**config.mk**
```make
export PLATFORM = sky130hd
export DESIGN_NAME = io_input_cond_flat
export DESIGN_NICKNAME = d
export VERILOG_FILES = /design/src/rtl/io_input_cond_pkg.sv /design/src/rtl/io_input_cond_if.sv /design/src/rtl/io_input_cond_debounce_bit.sv /design/src/rtl/io_input_cond.sv /design/src/flat_wrapper.sv
export SDC_FILE = /design/constraint.sdc
export NUM_CORES = 1
export LEC_CHECK = 0
export CAP_MARGIN = 20
export CORE_MARGIN = 2
export CORE_UTILIZATION = 61
export CTS_BUF_LIST = sky130_fd_sc_hd__clkbuf_4 sky130_fd_sc_hd__clkbuf_8
export DETAILED_ROUTE_END_ITERATION = 12
export GPL_TIMING_DRIVEN = 0
export PLACE_DENSITY_LB_ADDON = 0.1
export SYNTH_ARGS = -nofsm -noshare
export SYNTH_HDL_FRONTEND = slang
export SYNTH_SLANG_ARGS = --single-unit
```
**constraint.sdc**
```tcl
create_clock -name io_clk -period 2.8 [get_ports io_clk]
set_clock_uncertainty 0.2 [all_clocks]
set_input_delay 0.42 -clock io_clk [delete_from_list [all_inputs] [get_ports io_clk]]
set_output_delay 0.42 -clock io_clk [all_outputs]
set_load 0.005 [all_outputs]
```
**src/rtl/io_input_cond_pkg.sv**
```systemverilog
// Shared I/O port layout: bit offsets used by io_input_cond, io_output and CPU decode.
package io_pkg;
    localparam int IO_PORT_W   = 32;
    localparam int KEY_EVT_LSB = 16;
    localparam int KEY_DB_LSB  = 0;
    localparam int SW_DB_LSB   = 0;
endpackage

```
**src/rtl/io_input_cond_if.sv**
```systemverilog
// Board-input bundle between the raw pins / clear strobe and the input conditioner.
interface io_input_cond_if #(
    parameter int SW_W  = 10,
    parameter int KEY_W = 4
);
    import io_pkg::*;

    logic [SW_W-1:0]      sw_raw;
    logic [KEY_W-1:0]     key_raw;
    logic                 evt_clr;
    logic [KEY_W-1:0]     evt_clr_mask;
    logic [IO_PORT_W-1:0] in_port0;
    logic [IO_PORT_W-1:0] in_port1;

    modport master (
        output sw_raw, key_raw, evt_clr, evt_clr_mask,
        input  in_port0, in_port1
    );

    modport slave (
        input  sw_raw, key_raw, evt_clr, evt_clr_mask,
        output in_port0, in_port1
    );
endinterface

```
**src/rtl/io_input_cond_debounce_bit.sv**
```systemverilog
// Single-bit 2-flop synchroniser plus debounce counter and stable flop.
// IO_INPUT_DB_BYPASS_EN drops the counter: stable is the synchroniser output.
module io_debounce_bit #(
    parameter int DB_CYCLES = 50000,
    parameter int CNT_W     = 16
) (
    input  logic clk,
    input  logic reset,
    input  logic raw,
    output logic stable,
    output logic rise
);
    if (DB_CYCLES < 2 || (longint'(1) << CNT_W) <= longint'(DB_CYCLES)) begin : g_bad_param
        $error("io_debounce_bit: need DB_CYCLES >= 2 and 2**CNT_W > DB_CYCLES");
    end

    logic s1;
    logic s2;

`ifdef IO_INPUT_DB_BYPASS_EN
    always_ff @(posedge clk) begin
        if (reset) begin
            s1 <= 1'b0;
            s2 <= 1'b0;
        end else begin
            s1 <= raw;
            s2 <= s1;
        end
    end

    assign stable = s2;
    assign rise   = s1 & ~s2;
`else
    logic [CNT_W-1:0] cnt;
    logic             hit;

    // hit marks the edge on which stable adopts the synchronised level
    assign hit  = (s2 != stable) && (cnt == CNT_W'(DB_CYCLES - 1));
    assign rise = hit & s2;

    always_ff @(posedge clk) begin
        if (reset) begin
            s1     <= 1'b0;
            s2     <= 1'b0;
            cnt    <= '0;
            stable <= 1'b0;
        end else begin
            s1 <= raw;
            s2 <= s1;
            if (s2 == stable) begin
                cnt <= '0;
            end else if (hit) begin
                cnt    <= '0;
                stable <= s2;
            end else begin
                cnt <= cnt + 1'b1;
            end
        end
    end
`endif
endmodule

```
**src/rtl/io_input_cond.sv**
```systemverilog
// Input conditioner: debounced switches/keys and sticky key-press events on two ports.
// Optional IO_INPUT_DB_BYPASS_EN removes the debounce counters.
module io_input_cond
    import io_pkg::*;
#(
    parameter int SW_W      = 10,
    parameter int KEY_W     = 4,
    parameter int DB_CYCLES = 50000,
    parameter int CNT_W     = 16
) (
    input logic            io_clk,
    input logic            reset,
    io_input_cond_if.slave bus
);
    localparam int N = SW_W + KEY_W;

    logic [N-1:0]     raw;
    logic [N-1:0]     db;
    logic [N-1:0]     rise;
    logic [KEY_W-1:0] key_evt;
    logic [KEY_W-1:0] clr;
    logic             unused_sw_rise;

    // keys are active-low on the board; invert so 1 means pressed
    assign raw = {~bus.key_raw, bus.sw_raw};

    for (genvar i = 0; i < N; i++) begin : g_bit
        io_debounce_bit #(
            .DB_CYCLES (DB_CYCLES),
            .CNT_W     (CNT_W)
        ) u_bit (
            .clk    (io_clk),
            .reset  (reset),
            .raw    (raw[i]),
            .stable (db[i]),
            .rise   (rise[i])
        );
    end

    assign unused_sw_rise = ^rise[SW_W-1:0];
    assign clr = bus.evt_clr ? bus.evt_clr_mask : '0;

    // set has priority over clear so a press coinciding with a clear survives
    always_ff @(posedge io_clk) begin
        if (reset) begin
            key_evt <= '0;
        end else begin
            key_evt <= (key_evt & ~clr) | rise[N-1:SW_W];
        end
    end

    always_comb begin
        bus.in_port0 = '0;
        bus.in_port1 = '0;
        bus.in_port0[SW_DB_LSB +: SW_W]    = db[SW_W-1:0];
        bus.in_port1[KEY_DB_LSB +: KEY_W]  = db[N-1:SW_W];
        bus.in_port1[KEY_EVT_LSB +: KEY_W] = key_evt;
    end
endmodule

```
**src/flat_wrapper.sv**
```systemverilog
// flat-port wrapper written by rule: the top's interface ports become plain ports
module io_input_cond_flat import io_pkg::*;
#(
    parameter int SW_W      = 10,
    parameter int KEY_W     = 4,
    parameter int DB_CYCLES = 50000,
    parameter int CNT_W     = 16
)
  (io_clk, reset, bus_sw_raw, bus_key_raw, bus_evt_clr, bus_evt_clr_mask, bus_in_port0, bus_in_port1);
  io_input_cond_if #(.SW_W(SW_W), .KEY_W(KEY_W)) bus_i ();
  input logic io_clk;
  input logic reset;
  input wire logic [$bits(bus_i.sw_raw)-1:0] bus_sw_raw;
  input wire logic [$bits(bus_i.key_raw)-1:0] bus_key_raw;
  input wire logic [$bits(bus_i.evt_clr)-1:0] bus_evt_clr;
  input wire logic [$bits(bus_i.evt_clr_mask)-1:0] bus_evt_clr_mask;
  output wire logic [$bits(bus_i.in_port0)-1:0] bus_in_port0;
  output wire logic [$bits(bus_i.in_port1)-1:0] bus_in_port1;
  assign bus_i.sw_raw = bus_sw_raw;
  assign bus_i.key_raw = bus_key_raw;
  assign bus_i.evt_clr = bus_evt_clr;
  assign bus_i.evt_clr_mask = bus_evt_clr_mask;
  assign bus_in_port0 = bus_i.in_port0;
  assign bus_in_port1 = bus_i.in_port1;
  io_input_cond #(.SW_W(SW_W), .KEY_W(KEY_W), .DB_CYCLES(DB_CYCLES), .CNT_W(CNT_W)) u_core (.io_clk(io_clk), .reset(reset), .bus(bus_i));
endmodule
```
### Word-level counts from Yosys, hierarchy flattened

Index checks and enable logic that the tools add are counted.

| cells by class | value |
|---|---|
| $mul | 0 |
| $lt $le $gt $ge | 0 |
| muxes and demuxes | 1 |
| bitwise operators | 22 |
| reductions and logical operators | 42 |
| add/subtract/negate cells | 14 |
| equality and inequality tests | 42 |
| shift-type cells | 0 |
| div/mod/pow operators | 0 |

Operators by type and width:

| operator | number |
|---|---|
| $add A16 B1 Y16 const B | 14 |
| $eq A16 B16 Y1 const B | 14 |
| $reduce_or A3 Y1 | 14 |
| $reduce_and A2 Y1 | 14 |
| $eq A1 B1 Y1 | 14 |
| $logic_and A1 B1 Y1 | 14 |
| $ne A1 B1 Y1 | 14 |
| $not A1 Y1 | 14 |
| $not A4 Y4 | 2 |
| $and A1 B1 Y1 | 4 |
| $and A4 B4 Y4 | 1 |
| $mux W4 | 1 |
| $or A4 B4 Y4 | 1 |

| storage, ports and cells | value |
|---|---|
| bits in read-only memories | 0 |
| memories kept | 0 |
| logic and storage cells | 178 |
| latch bits | 0 |
| output and inout port bits | 64 |
| bits in writable memories | 0 |
| input port bits | 21 |
| flip-flop bits (word level) | 270 |

### Logic depth before layout (Yosys ltp)

Gate-level depths: netlist of run 1.

| logic depth | value |
|---|---|
| depth after elaboration | 4 |
| depth in mapped cells | 7 |

### Cells and area by module

From an unflattened synthesis of run 1, not the netlist that was laid out.

| unflattened totals | value |
|---|---|
| cells, all modules | 1383 |
| area total of the unflattened synthesis | 13153.9 sq um |

Modules (own cells, without submodules):

| module | cells each | times used | area each (sq um) | seq. area each (sq um) |
|---|---|---|---|---|
| io_debounce_bit at u_core.g_bit[0].u_bit ... | 94 | 13 | 905.9 | 380.4 |
| io_debounce_bit at u_core.g_bit[9].u_bit | 94 | 1 | 868.3 | 380.4 |
| io_input_cond | 67 | 1 | 509.2 | 80.1 |

### Worst setup path after synthesis of run 1

No wires, ideal clock.

| path | value |
|---|---|
| path type | reg2reg |
| start point | register u_core.g_bit[8].u_bit.cnt[7] |
| end point | register u_core.g_bit[8].u_bit.cnt[10] |
| arrival time | 1.765 ns |
| stages on the path, launching flop included | 6 |
| library setup time | 0.115 ns |
| path buffers | 1 |
| path slack | 0.721 ns |
| path through | dfxtp_1 -> or4_1 -> or4_4 -> o21ai_4 -> buf_6 -> nor2_1 |

| between the ends | value |
|---|---|
| cells in the longest elaborated chain, start to end | 3 |

Ends and longest elaborated chain:

| item | line | RTL |
|---|---|---|
| from (decl) | io_input_cond_debounce_bit.sv:34 | `logic [CNT_W-1:0] cnt;` |
| from (signal assigned) | io_input_cond_debounce_bit.sv:56 | `cnt <= cnt + 1'b1;` |
| branches (longest 3 deep; another with $add A16 B1 Y16) | - |  |

Several ways; the timed one is not identified.
A chain may end at the register's enable or synchronous reset.

### Worst setup path after layout of run 1

| path | value |
|---|---|
| start point | input reset |
| end point | register u_core.g_bit[7].u_bit.stable |

RTL lines:

| item | line | RTL |
|---|---|---|
| from (decl) | flat_wrapper.sv:12 | `input logic reset;` |
| to (signal assigned) | io_input_cond_debounce_bit.sv:46 | `stable <= 1'b0;` |
| to (signal assigned) | io_input_cond_debounce_bit.sv:54 | `stable <= s2;` |
| to (decl) | io_input_cond_debounce_bit.sv:10 | `output logic stable,` |

No word-level cell between the ends.

==> results of run 1 <==
[worst max path at each step]
stage / startpoint / to / slack [ns] / cells after the start
finish: reset / u_core.g_bit[7].u_bit.stable / 0.17 / 5
global route: reset / u_core.g_bit[0].u_bit.stable / 0.07 / 5
CTS: reset / u_core.g_bit[3].u_bit.s1 / 0.16 / 5
detailed placement: reset / u_core.g_bit[3].u_bit.s1 / -0.42 / 5
global placement: reset / u_core.g_bit[3].u_bit.s1 / -0.45 / 5
floorplan: u_core.g_bit[8].u_bit.cnt[7] / u_core.g_bit[8].u_bit.cnt[10] / 0.72 / 5
[metal layers]
layer | GRT usage [%] | vias to the layer above | share of wire (%)
li1 | - | 4706 | -
met1 | 28.5 | 4153 | 47
met2 | 36.7 | 148 | 46
met3 | 4.23 | 54 | 3.8
met4 | 8.46 | 0 | 2.9
met5 | 0 | - | 0
[final cells by class]
class	instances	share of cell area (%)
buffer	87	4.27
clock buffer	73	6.85
clock inverter	12	0.976
inverter	43	1.17
multi-input combinational	978	42.6
sequential	270	39.0
tap	265	2.40
timing repair buffer	38	2.75
[placed cells by master, fill, tap and decap left out, types with 4 or more instances in the layout]
cell / instances
a21oi_1: 8
or4_1: 11
nand2b_1: 9
nand2_1: 61
and3_1: 18
nor4b_1: 5
nor3_1: 50
clkinv_2: 9
clkbuf_8: 64
conb_1: 46
nor2_1: 263
nand4b_1: 4
or4b_2: 4
inv_1: 43
nor4bb_1: 10
nand4_1: 57
clkdlybuf4s50_1: 38
nor2b_1: 25
clkbuf_4: 9
nand3_1: 70
mux2i_1: 12
dfxtp_1: 270
xor2_1: 33
xnor2_1: 173
or2_2: 4
or4bb_1: 5
ha_1: 14
nor4_1: 67
buf_4: 63
clkbuf_1: 14
[kinds of logic after synthesis]
kind of cell / count (synthesis) / share of synthesized area (%)
xor+xnor: 206 / 15.2
mux: 12 / 1.01
buf+inv: 130 / 6.33
other cells: 1 / 0.0316
fa+ha+maj: 14 / 1.47
compound gates: 19 / 1.23
simple gates: 681 / 29.2
flops: 270 / 45.5
[flip-flops by register name (all words and copies together), names as in the netlist]
register and flops:
u_core.g_bit.u_bit.cnt 224, u_core.g_bit.u_bit.s1 14, u_core.g_bit.u_bit.s2 14, u_core.g_bit.u_bit.stable 14, u_core.key_evt 4
[metrics by stage]
step	power, mW	utilization [%]	instance area, um2
after global routing	8.35	71.8	13800
after global placement	4.15	66.2	12800
after detailed placement	4.15	66.2	12800
after CTS	8.15	71.8	13800
after floorplan	4.09	-	12000
final	8.05	71.8	13800
[power by group]
group          switching [mW]  internal [mW]
combinational          0.0916         0.0943
clock                    1.55           2.43
sequential             0.0142           3.87
==> flow_metrics.tcl, run 1 <==
set metrics [dict create \
    run_status "finished, final reports clean" \
    min_from "bus_key_raw[1]" \
    drv.max_cap_violation_count 0 \
    floorplan.initialDensity_pct 61.6 \
    portBuffers 38 \
    worst_pin_slew_ns 0.833 \
    number_of_antenna_violations_at_the_first_check_in_global_routing 0 \
    power_per_cell_area_nw_per_um2 581 \
    p_leak_nw 4.53 \
    final-hold-violation-count 0 \
    clock_latency_late_sink_ns 0.54 \
    die-area_um2 20600 \
    yosys_most_used_dff "dfxtp_1" \
    post-route-drc-count 0 \
    worst_r2r_setup_slack_ns 0.40 \
    ff_latch_area_um2 5410 \
    setup_violations_final 0 \
    yosysWarningCount 0 \
    place_worst_setup_slack_ns -0.424 \
    clock_tree.root_cell "clkbuf_8" \
    r2r_cells 5 \
    worstSetupPathType "primary input to flop" \
    critical_path.n_buffers_inverters 4 \
    drive_gt1_share_pct 11.7 \
    worst_setup_path_end_kind "flop" \
    drt-wirelength-per-cell_um 12.5 \
    final-instance-count-excl-fill 1766 \
    post_cts_resized 0 \
    finalWirelength_um 22100 \
    placed_cells 1681 \
    clock_sink_count 270 \
    footprint_of_the_multi_input_gates_um2 5890 \
    critPathMostFrequentCell "clkbuf_1" \
    grt_start_max_net_pins 12 \
    synth_cell_types 50 \
    hold_buffers 0 \
    first_pass_iters 5 \
    finalSetupTns_ns 0 \
    nets 1499 \
    netlist_area_um2 11900 \
    crit_required_ns 2.99 \
    slew_headroom_pct 44.5 \
    clkTransAtPathRegs_ns 0.06 \
    antenna_left 0 \
    synthDominantAreaCellType "dfxtp_1" \
    yosys.cell_count.top_type "dfxtp_1" \
    async_reset_ff_share_pct 0 \
    arrival_ns 2.82 \
    insertedDiodeCount 0 \
    grt_util_all_layers_pct 22.1 \
    first_iter_violations 460 \
    worst_path_slowest_cell "clkbuf_1" \
    post-route-worst-setup-slack_ns 0.165 \
    crit_path_start_kind "primary input" \
    path_cells "clkdlybuf4s50_1, clkbuf_1, clkbuf_1, clkbuf_1, nor2_1" \
    dp_hpwl_um 14800 \
    max_clock_freq_ghz 0.380 \
    netlist_instances 1333 \
    die_height_um 144 \
    worst_path_largest_cell_delay_ns 0.67 \
    coreArea_um2 19300 \
    place.gp.congestion 0.828 \
    cts_tree "done" \
    grt_first_pass_wirelength_um 38100 \
    post_synth_most_frequent_cells "dfxtp_1 (270), nor2_1 (263), xnor2_1 (173), nand3_1 (70), nor4_1 (67)" \
    boundaryPins 85 \
    whs_path_depth 2 \
    h-tree-depth 2 \
    min_to "u_core.g_bit[11].u_bit.s1" \
    synthesis_stage_register_bit_count 270 \
    largest_fanout_on_the_critical_path 10 \
    finalCritPeriodShare_pct 94.1 \
    clockBufferDepth 3 \
    flow.area_growth_from_synthesis_pct 16.5 \
    r2r_start "u_core.g_bit[1].u_bit.cnt[0]" \
    fillerInstances 1574 \
    tritoncts.num_buffers 46 \
    synth-edff-count 0 \
    gr-total-overflow 0 \
    vdd.ir_drop.worst_v 0.000484 \
    die_width_um 144 \
    critical-path-top-delay-family "buffers and inverters" \
    grt_pass1_vias 8512 \
    min_period_ns 2.63 \
    post_cts.repair.setup_buffers 0 \
    rr_endpoint "u_core.g_bit[1].u_bit.cnt[8]" \
    maxSlewViolCount 0 \
    drt-vias-per-instance 5.13 \
    hold_class "primary input to flop" \
    grt_setup_unrepaired "false" \
    synth.yosys.seq_area_share_pct 45.5 \
    synth_top_area_share_pct 45.5 \
    hold_ws_ns 0.203 \
    rows 51 \
    avgSynthCellArea_um2 8.91 \
    yosys-top-cells-area "dfxtp_1 (46%), xnor2_1 (13%), nor2_1 (8.3%)" \
    dr_vias 9061 \
]
Power figures use the tool's default switching activity.
==> inputs of run 2 (changes only) <==
--- a/config.mk
+++ b/config.mk
@@ -5,7 +5,7 @@
 export SDC_FILE = /design/constraint.sdc
 export NUM_CORES = 1
 export LEC_CHECK = 0
-export CAP_MARGIN = 20
+export CAP_MARGIN = 30
 export CORE_MARGIN = 2
 export CORE_UTILIZATION = 61
 export CTS_BUF_LIST = sky130_fd_sc_hd__clkbuf_4 sky130_fd_sc_hd__clkbuf_8
==> results of run 2 <==
The final DEF is identical to that of run 1; final timing and power are the same.
==> inputs of run 3 (changes only) <==
--- a/config.mk
+++ b/config.mk
@@ -5,13 +5,14 @@
 export SDC_FILE = /design/constraint.sdc
 export NUM_CORES = 1
 export LEC_CHECK = 0
-export CAP_MARGIN = 30
+export CAP_MARGIN = 20
 export CORE_MARGIN = 2
 export CORE_UTILIZATION = 61
 export CTS_BUF_LIST = sky130_fd_sc_hd__clkbuf_4 sky130_fd_sc_hd__clkbuf_8
 export DETAILED_ROUTE_END_ITERATION = 12
 export GPL_TIMING_DRIVEN = 0
 export PLACE_DENSITY_LB_ADDON = 0.1
+export SETUP_SLACK_MARGIN = 0.05
 export SYNTH_ARGS = -nofsm -noshare
 export SYNTH_HDL_FRONTEND = slang
 export SYNTH_SLANG_ARGS = --single-unit
==> results of run 3 <==
The final DEF is identical to that of run 1; final timing and power are the same.
